$ cat src/rtl/ps2_keyboard_rx_fifo.sv
// ps2_keyboard_rx_fifo
//   PS/2 keyboard receiver: 3-flop synchronisers, frame FSM (start, 8 data
//   bits LSB first, odd parity, stop), inter-edge timeout, E0/F0 prefix
//   decoding into 10-bit events {extended, break, code}, optional typematic
//   repeat filter, and an event FIFO drained with valid/ready.
//
//   Optional feature macro: PS2_PARITY_CHECK_EN
//     defined   - a parity mismatch is a frame error and the byte is dropped
//     undefined - the parity bit is captured but ignored
//
// Ports
//   clk              system clock, rising edge
//   reset            asynchronous, active-high reset
//   ps2_clk_in       raw PS/2 clock (asynchronous)
//   ps2_data_in      raw PS/2 data (asynchronous)
//   evt_valid        FIFO non-empty
//   evt_ready        consumer accepts the head entry
//   evt_data         head event {extended, break, code[7:0]}
//   fifo_level       current FIFO occupancy
//   overflow_sticky  an event was dropped on a full FIFO
//   frame_err_count  saturating count of bad frames
//   clr_errors       one-cycle pulse clearing the two error indications
module ps2_keyboard_rx_fifo #(
  parameter int CLK_HZ        = 100_000_000,
  parameter int TIMEOUT_US    = 200,
  parameter int FIFO_DEPTH    = 8,
  parameter int FILTER_REPEAT = 1
) (
  input  logic                        clk,
  input  logic                        reset,
  input  logic                        ps2_clk_in,
  input  logic                        ps2_data_in,
  output logic                        evt_valid,
  input  logic                        evt_ready,
  output logic [9:0]                  evt_data,
  output logic [$clog2(FIFO_DEPTH):0] fifo_level,
  output logic                        overflow_sticky,
  output logic [7:0]                  frame_err_count,
  input  logic                        clr_errors
);
  localparam int TIMEOUT_CYCLES = CLK_HZ / 1_000_000 * TIMEOUT_US;
  localparam int TW = $clog2(TIMEOUT_CYCLES + 1);
  localparam int PW = $clog2(FIFO_DEPTH);
  localparam int LW = PW + 1;

  // ---------------- synchronisers ([0] newest, [2] oldest) ----------------
  logic [2:0] clk_sync_q, data_sync_q;
  logic       fall, din;

  always_ff @(posedge clk or posedge reset) begin
    if (reset) begin
      clk_sync_q  <= '1;
      data_sync_q <= '1;
    end else begin
      clk_sync_q  <= {clk_sync_q[1:0], ps2_clk_in};
      data_sync_q <= {data_sync_q[1:0], ps2_data_in};
    end
  end

  assign fall = clk_sync_q[2] & ~clk_sync_q[1];
  assign din  = data_sync_q[1];

  // ---------------- frame FSM ----------------
  typedef enum logic [1:0] {S_IDLE, S_DATA, S_PARITY, S_STOP} state_t;

  state_t        state_q, state_d;
  logic [2:0]    bit_cnt_q, bit_cnt_d;
  logic [7:0]    shreg_q, shreg_d;
  logic          parity_q, parity_d;
  logic [TW-1:0] to_cnt_q, to_cnt_d;
  logic          frame_ok_q, frame_ok_d;
  logic          frame_err_q, frame_err_d;
  logic          abort_q, abort_d;
  logic          stop_good;

`ifdef PS2_PARITY_CHECK_EN
  assign stop_good = din & (^{shreg_q, parity_q});
`else
  logic unused_parity;
  assign unused_parity = parity_q;
  assign stop_good     = din;
`endif

  always_comb begin
    state_d     = state_q;
    bit_cnt_d   = bit_cnt_q;
    shreg_d     = shreg_q;
    parity_d    = parity_q;
    frame_ok_d  = 1'b0;
    frame_err_d = 1'b0;
    abort_d     = 1'b0;
    to_cnt_d    = (state_q == S_IDLE || fall) ? '0 : to_cnt_q + 1'b1;
    case (state_q)
      S_IDLE: if (fall && !din) begin
        state_d   = S_DATA;
        bit_cnt_d = '0;
      end
      S_DATA: if (fall) begin
        shreg_d   = {din, shreg_q[7:1]};
        bit_cnt_d = bit_cnt_q + 1'b1;
        if (bit_cnt_q == 3'd7) state_d = S_PARITY;
      end
      S_PARITY: if (fall) begin
        parity_d = din;
        state_d  = S_STOP;
      end
      S_STOP: if (fall) begin
        state_d = S_IDLE;
        if (stop_good) frame_ok_d  = 1'b1;
        else           frame_err_d = 1'b1;
      end
      default: state_d = S_IDLE;
    endcase
    // A fall in the same cycle restarts the count, so it takes precedence.
    if (state_q != S_IDLE && !fall && to_cnt_q == TW'(TIMEOUT_CYCLES)) begin
      state_d     = S_IDLE;
      frame_err_d = 1'b1;
      abort_d     = 1'b1;
      to_cnt_d    = '0;
    end
  end

  always_ff @(posedge clk or posedge reset) begin
    if (reset) begin
      state_q     <= S_IDLE;
      bit_cnt_q   <= '0;
      shreg_q     <= '0;
      parity_q    <= 1'b0;
      to_cnt_q    <= '0;
      frame_ok_q  <= 1'b0;
      frame_err_q <= 1'b0;
      abort_q     <= 1'b0;
    end else begin
      state_q     <= state_d;
      bit_cnt_q   <= bit_cnt_d;
      shreg_q     <= shreg_d;
      parity_q    <= parity_d;
      to_cnt_q    <= to_cnt_d;
      frame_ok_q  <= frame_ok_d;
      frame_err_q <= frame_err_d;
      abort_q     <= abort_d;
    end
  end

  // ---------------- decoder + repeat filter ----------------
  // shreg_q is not shifted again until the next frame's data bits, so it
  // still holds the received byte while frame_ok_q is high.
  logic       ext_q, ext_d, brk_q, brk_d;
  logic       lm_valid_q, lm_valid_d;
  logic [8:0] last_make_q, last_make_d;
  logic       push_q, push_d;
  logic [9:0] push_data_q, push_data_d;

  always_comb begin
    ext_d       = ext_q;
    brk_d       = brk_q;
    lm_valid_d  = lm_valid_q;
    last_make_d = last_make_q;
    push_d      = 1'b0;
    push_data_d = push_data_q;
    if (abort_q) begin
      ext_d = 1'b0;
      brk_d = 1'b0;
    end else if (frame_ok_q) begin
      case (shreg_q)
        8'hE0: ext_d = 1'b1;
        8'hF0: brk_d = 1'b1;
        8'h00, 8'hFF: begin end
        default: begin
          ext_d       = 1'b0;
          brk_d       = 1'b0;
          push_data_d = {ext_q, brk_q, shreg_q};
          if (FILTER_REPEAT == 0) begin
            push_d = 1'b1;
          end else if (brk_q) begin
            push_d = 1'b1;
            if ({ext_q, shreg_q} == last_make_q) lm_valid_d = 1'b0;
          end else if (!(lm_valid_q && {ext_q, shreg_q} == last_make_q)) begin
            push_d      = 1'b1;
            last_make_d = {ext_q, shreg_q};
            lm_valid_d  = 1'b1;
          end
        end
      endcase
    end
  end

  always_ff @(posedge clk or posedge reset) begin
    if (reset) begin
      ext_q       <= 1'b0;
      brk_q       <= 1'b0;
      lm_valid_q  <= 1'b0;
      last_make_q <= '0;
      push_q      <= 1'b0;
      push_data_q <= '0;
    end else begin
      ext_q       <= ext_d;
      brk_q       <= brk_d;
      lm_valid_q  <= lm_valid_d;
      last_make_q <= last_make_d;
      push_q      <= push_d;
      push_data_q <= push_data_d;
    end
  end

  // ---------------- FIFO and error reporting ----------------
  logic [9:0]    mem_q [FIFO_DEPTH];
  logic [PW-1:0] wr_ptr_q, rd_ptr_q;
  logic [LW-1:0] level_q, level_d;
  logic          full, pop, do_push, drop;
  logic          sticky_q, sticky_d;
  logic [7:0]    err_cnt_q, err_cnt_d;

  assign full    = (level_q == LW'(FIFO_DEPTH));
  assign pop     = evt_valid & evt_ready;
  assign do_push = push_q & (~full | pop);
  assign drop    = push_q & full & ~pop;

  always_comb begin
    level_d = level_q;
    case ({do_push, pop})
      2'b10:   level_d = level_q + 1'b1;
      2'b01:   level_d = level_q - 1'b1;
      default: level_d = level_q;
    endcase
    // Clear first, then apply this cycle's error/drop.
    sticky_d  = clr_errors ? 1'b0 : sticky_q;
    err_cnt_d = clr_errors ? 8'd0 : err_cnt_q;
    if (drop) sticky_d = 1'b1;
    if (frame_err_q && err_cnt_d != 8'hFF) err_cnt_d = err_cnt_d + 8'd1;
  end

  always_ff @(posedge clk or posedge reset) begin
    if (reset) begin
      for (int unsigned i = 0; i < FIFO_DEPTH; i++) mem_q[i] <= '0;
      wr_ptr_q  <= '0;
      rd_ptr_q  <= '0;
      level_q   <= '0;
      sticky_q  <= 1'b0;
      err_cnt_q <= '0;
    end else begin
      if (do_push) begin
        mem_q[wr_ptr_q] <= push_data_q;
        wr_ptr_q        <= wr_ptr_q + 1'b1;
      end
      if (pop) rd_ptr_q <= rd_ptr_q + 1'b1;
      level_q   <= level_d;
      sticky_q  <= sticky_d;
      err_cnt_q <= err_cnt_d;
    end
  end

  assign evt_valid       = (level_q != '0);
  assign evt_data        = mem_q[rd_ptr_q];
  assign fifo_level      = level_q;
  assign overflow_sticky = sticky_q;
  assign frame_err_count = err_cnt_q;

endmodule

$ cat config.mk
export PLATFORM = sky130hd
export DESIGN_NAME = ps2_keyboard_rx_fifo
export DESIGN_NICKNAME = d
export VERILOG_FILES = /design/src/rtl/ps2_keyboard_rx_fifo.sv
export SDC_FILE = /design/constraint.sdc
export NUM_CORES = 1
export LEC_CHECK = 0
export CELL_PAD_IN_SITES_DETAIL_PLACEMENT = 1
export CELL_PAD_IN_SITES_GLOBAL_PLACEMENT = 1
export CORE_UTILIZATION = 51
export DETAILED_ROUTE_END_ITERATION = 7
export GPL_ROUTABILITY_DRIVEN = 1
export PLACE_DENSITY = 0.87
export SETUP_SLACK_MARGIN = 0.05
export SLEW_MARGIN = 20
export SYNTH_ARGS = -nofsm -noshare
export SYNTH_HDL_FRONTEND = slang
export SYNTH_SLANG_ARGS = --single-unit
$ cat constraint.sdc
create_clock -name clk -period 7.8 [get_ports clk]
set_input_delay 2.34 -clock clk [delete_from_list [all_inputs] [get_ports clk]]
set_output_delay 2.34 -clock clk [all_outputs]
set_load 0.1 [all_outputs]
# Word-level counts from Yosys, hierarchy flattened
# Index checks and enable logic that the tools add are counted.
# W data, S select, Z words.
dict set report word_totals {
  inputBits 6
  word_cells 150
  reg_bits 158
  out_inout_bits 24
}
dict set report classes {
  addsub 7
  magnitude_cmp 3
  n_eq_ne 24
  bitwise 15
  mux 45
  reduce_logical 28
}
# op n
set op_table {}
lappend op_table {{$bwmux W80} 1}
lappend op_table {{$bmux W10 S3} 1}
lappend op_table {{$demux W10 S3} 1}
lappend op_table {{$mux W10} 3}
lappend op_table {{$mux W15} 2}
lappend op_table {{$eq A8 B8 Y1 const B} 3}
lappend op_table {{$mux W1} 22}
lappend op_table {{$mux W8} 2}
lappend op_table {{$add A15 B1 Y15 const B} 1}
lappend op_table {{$eq A15 B15 Y1 const B} 1}
lappend op_table {{$reduce_and A5 Y1} 3}
lappend op_table {{$mux W2} 6}
lappend op_table {{$ne A3 B3 Y1 const B} 4}
lappend op_table {{$reduce_bool A2 Y1} 5}
lappend op_table {{$add A3 B1 Y3 const B} 3}
lappend op_table {{$eq A9 B9 Y1} 1}
lappend op_table {{$add A8 B1 Y8 const B} 1}
lappend op_table {{$ge A4 B4 Y1 const B} 2}
lappend op_table {{$logic_not A8 Y1} 1}
lappend op_table {{$ne A2 B1 Y1 const B} 4}
lappend op_table {{$ne A8 B8 Y1 const B} 1}
lappend op_table {{$not A3 Y4} 2}
lappend op_table {{$pmux W2 S4} 1}
lappend op_table {{$pmux W4 S2} 1}
lappend op_table {{24 further kinds} 50}

# Depth between registers and ports, before layout
dict set report logic_depth {
  depth_word 7
  mapped_depth 11
}

# Worst setup path before layout
# OpenSTA, ideal clock, no wires.
dict set report synth_timing {
  kind {register to output}
  from {register level_q[1] (netlist: fifo_level[1])}
  to {output evt_valid}
  setup_slack_ns 3.585
  path_buffers 0
  t_arrival_ns 1.875
  path_stages_with_launch 2
  cell_sequence {dfrtp_1 > or4_1}
}
dict set report synth_via {
  elab_chain_len 1
}
# element line
set synth_rtl {}
lappend synth_rtl {{start, declared} 209} ;# logic [LW-1:0] level_q, level_d;
lappend synth_rtl {{start signal, assigned} 247} ;# level_q <= level_d;
lappend synth_rtl {{$reduce_bool A4 Y1} 253} ;# assign evt_valid = (level_q != '0);
lappend synth_rtl {{end, declared} 33} ;# output logic evt_valid,
# No other way between the ends.

# Worst setup path after layout
dict set report layout_timing {
  from {register rd_ptr_q[0]}
  to {output evt_data[3]}
}
dict set report layout_via {
  elab_chain_len 4
}
# element line
set layout_rtl {}
lappend layout_rtl {{start, declared} 208} ;# logic [PW-1:0] wr_ptr_q, rd_ptr_q;
lappend layout_rtl {{start signal, assigned} 246} ;# if (pop) rd_ptr_q <= rd_ptr_q + 1'b1;
lappend layout_rtl {{$not A3 Y4 (not written as such)} 254} ;# assign evt_data = mem_q[rd_ptr_q];
lappend layout_rtl {{$bmux W10 S3} 254}
lappend layout_rtl {{$mux W10 (not written as such) (2 in a row)} 254}
lappend layout_rtl {{end, declared} 35} ;# output logic [9:0] evt_data,
# No other way between the ends. The select of a mux whose other input is x is not followed.

==> metrics.md <==
| Metric | Value |
|---|---|
| Routed WL | between 15 and 20 mm |
| Die extent in x | between 100 and 150 um |
| Psw | ~860 uW |
| TritonRoute pass-1 iters | 5 |
| CP max stage cell | clkdlybuf4s50_1 |
| Diode count | 0 |
| Placed Area | between 7000 and 8000 sq um |
| Post-route cell area | between 8000 and 9000 sq um |
| Top cells by area, synth | dfrtp_1, mux2_2, mux4_2, xor2_1, ha_1 |
| Sequential power share | between 40 and 50% |
| EDFF count, synth | 0 |
| Slowest cell delay on critical path | just under 1 ns |
| First-pass GRT wire length | 27.4 mm |
| Synth Register Bits | about 160 |
| Root buffer cell | clkbuf_16 |
| Ports | 30 |
| Die Span Y | about 120 um |
| GP Congestion | 0.745 |
| Crit path cell chain | buf_4 -> mux4_2 -> mux2_2 -> clkdlybuf4s50_1 |
| Max VDD drop | about 0.18 mV |
| Synth top area share | 51.9% |
| Net Sw Frac | about a third |
| Core ar. | about 14000 sq um |
| Hold Vio Cnt, Final | 0 |
| Internal Power | 1.66 mW |
| Final setup viols | 0 |
| Final cell count without fillers | roughly 760 |
| Crit-path max FO | 12 |
| Avg WL per Cell | 22.0 um |
| YS warnings | 0 |
| Post-DRT Antenna Nets | 0 |
| Dominant cell type by area after synthesis | dfrtp_1 |
| CTS tree | done |
| Synthesized area | between 7000 and 8000 sq um |
| Largest net degree at the start of global routing | ~110 |
| Lkg Pwr | about 3.9 nW |
| Die area | approximately 15000 sq um |
| Starting density of the core | 52.7% |
| Dpl hpwl | between 10 and 15 mm |
| Reg2reg path depth | 10 |
| Avg Inst Size Synth | about 14 sq um |
| Overall routing resource usage | about a quarter |
| Post-synth net total | between 500 and 600 |
| Hold_ws | roughly 0.36 ns |
| CTS H-tree depth | 4 |
| Area delta synth->final | 14.1% |
| Nature of the critical path startpoint | register |
| Layout cells sized above 1 | 33.7% |
| Logic pwr share | between 20% and 30% |
| Cts hold-fix bufs | 0 |
| Max Cap Viol | 0 |
| CP endpoint kind | primary output |
| Initial antenna violation count | 0 |
| Most frequent cells in the layout | dfrtp_1, mux2_2, clkdlybuf4s50_1, nor2_1, xor2_1 |
| Post-CTS resize count | 0 |
| Status | completed |
| Post-Place Cells | 723 |
| Maximum achievable frequency | 0.173 GHz |
| Critical Path AT | 3.44 ns |
| Ys flop type | dfrtp_1 |
| Final worst-path cycle share | 74.1% |
| Skew final | around 0.014 ns |
| Input/output buffers | 29 |
| Kind of critical path | register to primary output |
| Slew at the pin closest to its max-slew limit | 1.02 ns |
| Clock Latency Late Sink | 0.44 ns |
| RSZ-0062 raised after global routing | false |
| Seq/Total Area, Yosys | 53.7% |
| Clock network power share | around a third |
| Vias in the first global route | around 5000 |
| Total number of vias | 4442 |
| Row count | 43 |
| DRC Markers | 0 |
| Post-CTS Setup Bufs | 0 |
| Crit path time final | just under 6 ns |
| Ys async rst share | between 90% and 100% |
| Critical Path RT | 5.46 ns |
| Clock Sinks | approximately 160 |
| Slew Viols, Final | 0 |
| 1st-iter DRT viols | roughly 240 |
| Setup TNS | 0 ns |
| Hold Path Depth | 0 |
| Cells after synthesis | 532 |
| Final net count | approximately 580 |
| Vias per cell | 5.88 |
| Commonest non-fill, non-tap cell in the layout | dfrtp_1 |
| HP Class | register to register |
| Slew margin rel. | 32.1% |
| Clock slew at reported path FFs | approximately 0.060 ns |
| Yosys cell types | between 50 and 60 |
| Total congestion overflow | 0 |
| Total CTS buffers | 17 |
| Power per cell area | around 300 nW/um^2 |
| CTS Buffer Depth | 2 |
==> cell usage after synthesis, types with 4 or more instances <==
library cell  instances
mux4_2               20
mux2_4               10
xor2_1               23
nor2_1               27
nor2b_1               9
nand4_1              10
nor4_1                5
nand2_1              22
ha_1                 15
and3_1                5
clkbuf_1              8
buf_2                 8
nand3_1              10
nor3_1                4
xnor2_1              15
nor4b_1               4
a31oi_1               4
mux2_2              111
dfrtp_1             153
dfstp_2               5
inv_1                11
a22o_1                4
==> critical path: cells and delay by family (launching register included) <==
kind | cells | cell delay [ns]
buffers and inverters | 2 | 1.36
DFF | 1 | 0.80
muxes | 2 | 0.84
==> worst paths after layout <==
path | end | slack [ns] | start
max | evt_data[3] | 2.02 | rd_ptr_q[0]
min | clk_sync_q[1] | 0.36 | clk_sync_q[0]
max reg2reg | fifo_level[2] | 5.26 | fifo_level[1]
min reg2reg | clk_sync_q[1] | 0.36 | clk_sync_q[0]
max in group asynchronous | fifo_level[1] | 4.09 | reset
min in group asynchronous | mem_q[3] | 2.50 | reset
==> area by class of cell <==
cell class	instances	area, sq um
fillers	1326	5580
repair buffers	32	313
inverters	12	55.1
multi-input cells	341	3270
clock inverters	9	108
clock buffers	23	478
flip-flops and latches	158	3960
well taps	180	225
==> logic make-up after synthesis <==
kind of cell / after synthesis / synth area share, %
DFF: 158 / 53.7
muxes: 142 / 25.2
and+or+nand+nor: 118 / 8.92
xor gates and xnor gates: 38 / 4.51
buffers and inverters: 33 / 2.21
AOI/OAI and AO/OA: 28 / 2.90
adders and majority gates: 15 / 2.54
==> state kept, by name, summed over array words and instances (netlist names), 2 cells and up <==
register         count
frame_err_count      8
bit_cnt_q            3
fifo_level           4
push_data_q         10
shreg_q              8
to_cnt_q            15
last_make_q          9
state_q              2
clk_sync_q           3
rd_ptr_q             3
wr_ptr_q             3
mem_q               80
data_sync_q          2
==> power groups by stage <==
stage	Clock (mW)	Combinational (mW)	Sequential (mW)
CTS	0.842	0.593	1.10
detailed placement	0	0.582	1.11
floorplan	0	0.454	1.08
global route	0.879	0.642	1.12
finish	0.827	0.588	1.11
global placement	0	0.545	1.10
==> metrics by stage <==
stage                     setup WS [ns]  utilization [%]  power [mW]
after floorplan                    1.21                -        1.53
after global placement             2.58             56.0        1.64
after detailed placement           2.46             56.0        1.70
after CTS                          1.94             60.1        2.54
after global routing               1.85             60.1        2.64
final                              2.02             60.1        2.52
==> layer usage <==
layer	track usage [%]	routed length (um)
met3	5.62	615
met4	10.9	387
met5	0	0
met1	29.7	6670
met2	42.7	8920
No activity file was read; power rests on OpenSTA's default activity.
